### config.mk
export PLATFORM = sky130hd
export DESIGN_NAME = divider_control
export DESIGN_NICKNAME = d
export VERILOG_FILES = /design/src/rtl/divider_control.sv
export SDC_FILE = /design/constraint.sdc
export NUM_CORES = 1
export LEC_CHECK = 0
export ABC_AREA = 1
export CAP_MARGIN = 20
export CORE_AREA = 2 2 39 41
export CTS_CLUSTER_SIZE = 25
export DETAILED_ROUTE_END_ITERATION = 10
export DIE_AREA = 0 0 41 43
export DONT_BUFFER_PORTS = 1
export PLACE_DENSITY = 0.62
export SETUP_SLACK_MARGIN = 0.1
export SYNTH_ARGS = -nofsm -noshare
export SYNTH_HDL_FRONTEND = slang
export SYNTH_SLANG_ARGS = --single-unit
export TNS_END_PERCENT = 50
### constraint.sdc
create_clock -name Clock -period 1.7 [get_ports Clock]
set_input_delay 0.17 -clock Clock [delete_from_list [all_inputs] [get_ports Clock]]
set_output_delay 0.17 -clock Clock [all_outputs]
set_load 0.05 [all_outputs]
### src/rtl/divider_control.sv
// Sequencer for the bitslice restoring divider: drives load/shift/accumulate strobes
// from Start, uses datapath nBorrow/nZ feedback, and flags divide-by-zero.
module divider_control #(
   parameter int unsigned WIDTH = 8,
   parameter int unsigned ITERS = WIDTH + 1
) (
   input  logic Clock,
   input  logic nReset,
   input  logic Start,
   input  logic Abort,
   input  logic nBorrow,
   input  logic nZ,
   output logic Load,
   output logic LoadAcc,
   output logic LoadResult,
   output logic ShiftIn,
   output logic ShiftInDH,
   output logic nBorrowIn,
   output logic nZIn,
   output logic Ready,
   output logic Done,
   output logic DivByZero
);

   localparam int unsigned CW = (ITERS > 1) ? $clog2(ITERS) : 1;

   typedef enum logic [2:0] {
      StIdle  = 3'd0,
      StLoad  = 3'd1,
      StCheck = 3'd2,
      StIter  = 3'd3,
      StDone  = 3'd4,
      StError = 3'd5
   } state_e;

   state_e          state_q, state_d;
   logic   [CW-1:0] count_q, count_d;

   always_ff @(posedge Clock or negedge nReset) begin
      if (!nReset) begin
         state_q <= StIdle;
         count_q <= '0;
      end else begin
         state_q <= state_d;
         count_q <= count_d;
      end
   end

   assign nBorrowIn = 1'b1;
   assign nZIn      = 1'b1;

   always_comb begin
      state_d    = state_q;
      count_d    = count_q;
      Load       = 1'b0;
      LoadAcc    = 1'b0;
      LoadResult = 1'b0;
      ShiftIn    = 1'b0;
      ShiftInDH  = 1'b0;
      Ready      = 1'b0;
      Done       = 1'b0;
      DivByZero  = 1'b0;
      unique case (state_q)
         StIdle: begin
            Ready = 1'b1;
            if (Start) state_d = StLoad;
         end
         StLoad: begin
            Load    = 1'b1;
            LoadAcc = 1'b1;
            state_d = Abort ? StIdle : StCheck;
         end
         StCheck: begin
            if (Abort) begin
               state_d = StIdle;
            end else if (!nZ) begin
               state_d = StError;
            end else begin
               state_d = StIter;
               count_d = CW'(ITERS - 1);
            end
         end
         StIter: begin
            // Quotient bit and accumulator write follow the live borrow result.
            ShiftInDH = 1'b1;
            ShiftIn   = nBorrow;
            LoadAcc   = nBorrow;
            if (count_q != '0) count_d = count_q - 1'b1;
            if (Abort) begin
               state_d = StIdle;
            end else if (count_q == '0) begin
               state_d = StDone;
            end
         end
         StDone: begin
            LoadResult = 1'b1;
            Done       = 1'b1;
            state_d    = StIdle;
         end
         StError: begin
            DivByZero = 1'b1;
            Ready     = 1'b1;
            if (Start) state_d = StLoad;
         end
         default: state_d = StIdle;
      endcase
   end

endmodule

==> results_dict.tcl <==
set metrics [dict create \
    synthesis.area_per_instance_um2 7.01 \
    place_hpwl_um 844 \
    min_period_over_period 0.884 \
    cts_max_level 1 \
    cts_root_buffer "sky130_fd_sc_hd__clkbuf_4" \
    cts_buffers 3 \
    worstPathMaxFanout 5 \
    leakagePower_nw 0.379 \
    yosysWarnings 0 \
    floorplan.io_pins 16 \
    setup_viol_count_final 0 \
    area_occupied_by_multi_input_gates_um2 332 \
    met2WireLength_um 567 \
    run_status "finished, final reports clean" \
    min-delay-path-class "in2reg" \
    final_cell_mix "sky130_fd_sc_hd__nand2_1 (23), sky130_fd_sc_hd__inv_1 (12), sky130_fd_sc_hd__nand3_1 (12), sky130_fd_sc_hd__buf_4 (6)" \
    cts_sinks 7 \
    clkSlewWorstSetupHoldPaths_ps 50 \
    worstPathArrival_ps 1330 \
    maxClockFrequency_ghz 0.666 \
    vias 489 \
    final_net_count 98 \
    synthToLayoutAreaGrowth_pct 19.6 \
    netlist_top_cells_area "sky130_fd_sc_hd__dfrtp_1 (31%), sky130_fd_sc_hd__nand2_1 (15%), sky130_fd_sc_hd__nand3_1 (11%)" \
    preCtsSetupSlack_ps 364 \
    ant_nets 0 \
    post-route-drc-count 0 \
    layout.cells.most_common "sky130_fd_sc_hd__nand2_1" \
    register_area_um2 178 \
    m1WireLength_um 468 \
    synth_seq_area_share 0.308 \
    gp_routability_congestion 0.710 \
    crit-reg2reg-launch "count_q[0]" \
    synth_top_cell_by_area "sky130_fd_sc_hd__dfrtp_1" \
    drv.max_cap_violation_count 0 \
    met3WireLength_um 49 \
    core-area_um2 1380 \
    finalCriticalPeriod_ps 1500 \
    crit_path_cell_trace "nand2_2 -> nor3b_4 -> or2_4" \
    first_pass_iteration_count_of_the_detailed_router 4 \
    power.ir.vdd_worst_v 0.000734 \
    n_fill_cell 136 \
    hold_start "Abort" \
    clock_path_buffers 2 \
    drt_iter0_markers 9 \
    netlist_instances 81 \
    largest_net_degree_at_the_start_of_global_routing 11 \
    detail_route.vias_per_cell 4.66 \
    proportion_of_layout_cells_with_a_drive_suffix_above_1 0.236 \
    port-buffer-count 0 \
    grt_overflow_total 0 \
    global_route_wire_length_before_repair_um 1780 \
    die_h_um 43 \
    n_antenna_cell 0 \
    critical_path_buf_inv_count 0 \
    p_per_area_nw_per_um2 2120 \
    worst_setup_path_start_kind "register" \
    slew_violations 0 \
    finalHoldViolCount 0 \
    syn_area_um2 568 \
    critical_path.top_delay_family "simple AND/OR/NAND/NOR gates" \
    postSynthRegisterBits 7 \
    highest-signal-layer "met3" \
    max_stage_delay_ps 480 \
    cell_with_the_biggest_individual_delay_on_the_critical_path "sky130_fd_sc_hd__dfrtp_1" \
    cp.required_ps 1530 \
    cp-startpoint "state_q[1]" \
    rsz0062_at_grt "no" \
    netlist.area_leader.share 0.308 \
    core.rowCount 14 \
    insertion_delay_ps 250 \
    wire_per_inst_um 10.3 \
    dieWidth_um 41 \
    netlist-cell-type-count 23 \
    final.setup.worst_slack_ps 198 \
    antenna_found_initial 0 \
    setup_tns_ps 0 \
    clock_skew_after_layout_ps 2.14 \
    track_usage 0.146 \
    tritoncts "built" \
    grt_pass1_vias 443 \
    floorplan.initialDensity 0.410 \
    fp.dieArea_um2 1760 \
    endpoint_kind "primary output" \
    critical_path_class "reg2out" \
    drt-total-wl_um 1090 \
]
## final cells by class
type                            count  area share
Tap cell                           16      0.0295
Timing Repair Buffer                8       0.110
Sequential cell                     7       0.262
Multi-Input combinational cell     57       0.488
Clock buffer                        4      0.0387
Inverter                           13      0.0718
## sequential cells by signal, summed over array words and instances, names as in the netlist
register	count
state_q	3
count_q	4
## metrics by stage
stage / instances / power (mW) / hold slack, ps / instance area (µm²) / util
detailed placement: 98 / 1.24 / -125 / 626 / 0.452
CTS: 103 / 1.41 / 32.9 / 663 / 0.479
finish: 105 / 1.44 / 35.1 / 679 / 0.491
global route: 105 / 1.56 / 36.6 / 679 / 0.491
global placement: 98 / 1.23 / -125 / 626 / 0.452
floorplan: 82 / 1.11 / -126 / 597 / -
## what timing repair did
item	in CTS	in global routing
gates resized for setup	1	1
hold endpoints to repair	7	0
buffers inserted	0	2
hold buffers	1	0
endpoints found under the setup margin	1	5
## cells by family (layout without fill, tap and decap cells)
family                     count (synthesis)  in the layout  synth area share
AOI/OAI and AO/OA                          2              2            0.0220
xor gates and xnor gates                   1              1            0.0154
adders and majority gates                  2              2            0.0440
buffers and inverters                     18             25             0.159
DFF                                        7              7             0.308
other                                      1              2           0.00660
and+or+nand+nor                           50             50             0.445
## power by group
group	internal, mW	total [mW]	switching (mW)
Combinational	0.308	0.938	0.630
Clock	0.0898	0.154	0.0646
Sequential	0.247	0.346	0.0992
Total	0.645	1.44	0.793
## metal layers
metal | global-route usage | vias to the layer above
met4 | 0.0800 | 0
met5 | 0 | -
li1 | - | 264
met1 | 0.182 | 217
met2 | 0.231 | 8
met3 | 0.0157 | 0
## Yosys cell counts
cell type / count
sky130_fd_sc_hd__nand2_1: 23
sky130_fd_sc_hd__inv_1: 12
sky130_fd_sc_hd__nand3_1: 12
sky130_fd_sc_hd__dfrtp_1: 7
sky130_fd_sc_hd__nor2_1: 5
sky130_fd_sc_hd__buf_4: 4
sky130_fd_sc_hd__ha_1: 2
sky130_fd_sc_hd__buf_6: 1
sky130_fd_sc_hd__conb_1: 1
sky130_fd_sc_hd__inv_2: 1
sky130_fd_sc_hd__nand2_2: 1
sky130_fd_sc_hd__nand2_4: 1
sky130_fd_sc_hd__nand4_1: 1
sky130_fd_sc_hd__nand4_2: 1
sky130_fd_sc_hd__nor2_2: 1
sky130_fd_sc_hd__nor2_8: 1
sky130_fd_sc_hd__nor3_1: 1
sky130_fd_sc_hd__nor3b_1: 1
sky130_fd_sc_hd__o211ai_1: 1
sky130_fd_sc_hd__o21ai_0: 1
sky130_fd_sc_hd__or2_0: 1
sky130_fd_sc_hd__or2_1: 1
sky130_fd_sc_hd__xor2_1: 1
## worst paths after layout
path,cells after the start,slack (ps),to
min reg2reg,2,510,count_q[0]
max in group asynchronous,1,1180,state_q[0]
min in group asynchronous,1,250,state_q[1]
min,1,40,state_q[1]
max reg2reg,7,410,state_q[0]
max,3,200,LoadAcc
Power figures use the tool's default switching activity.
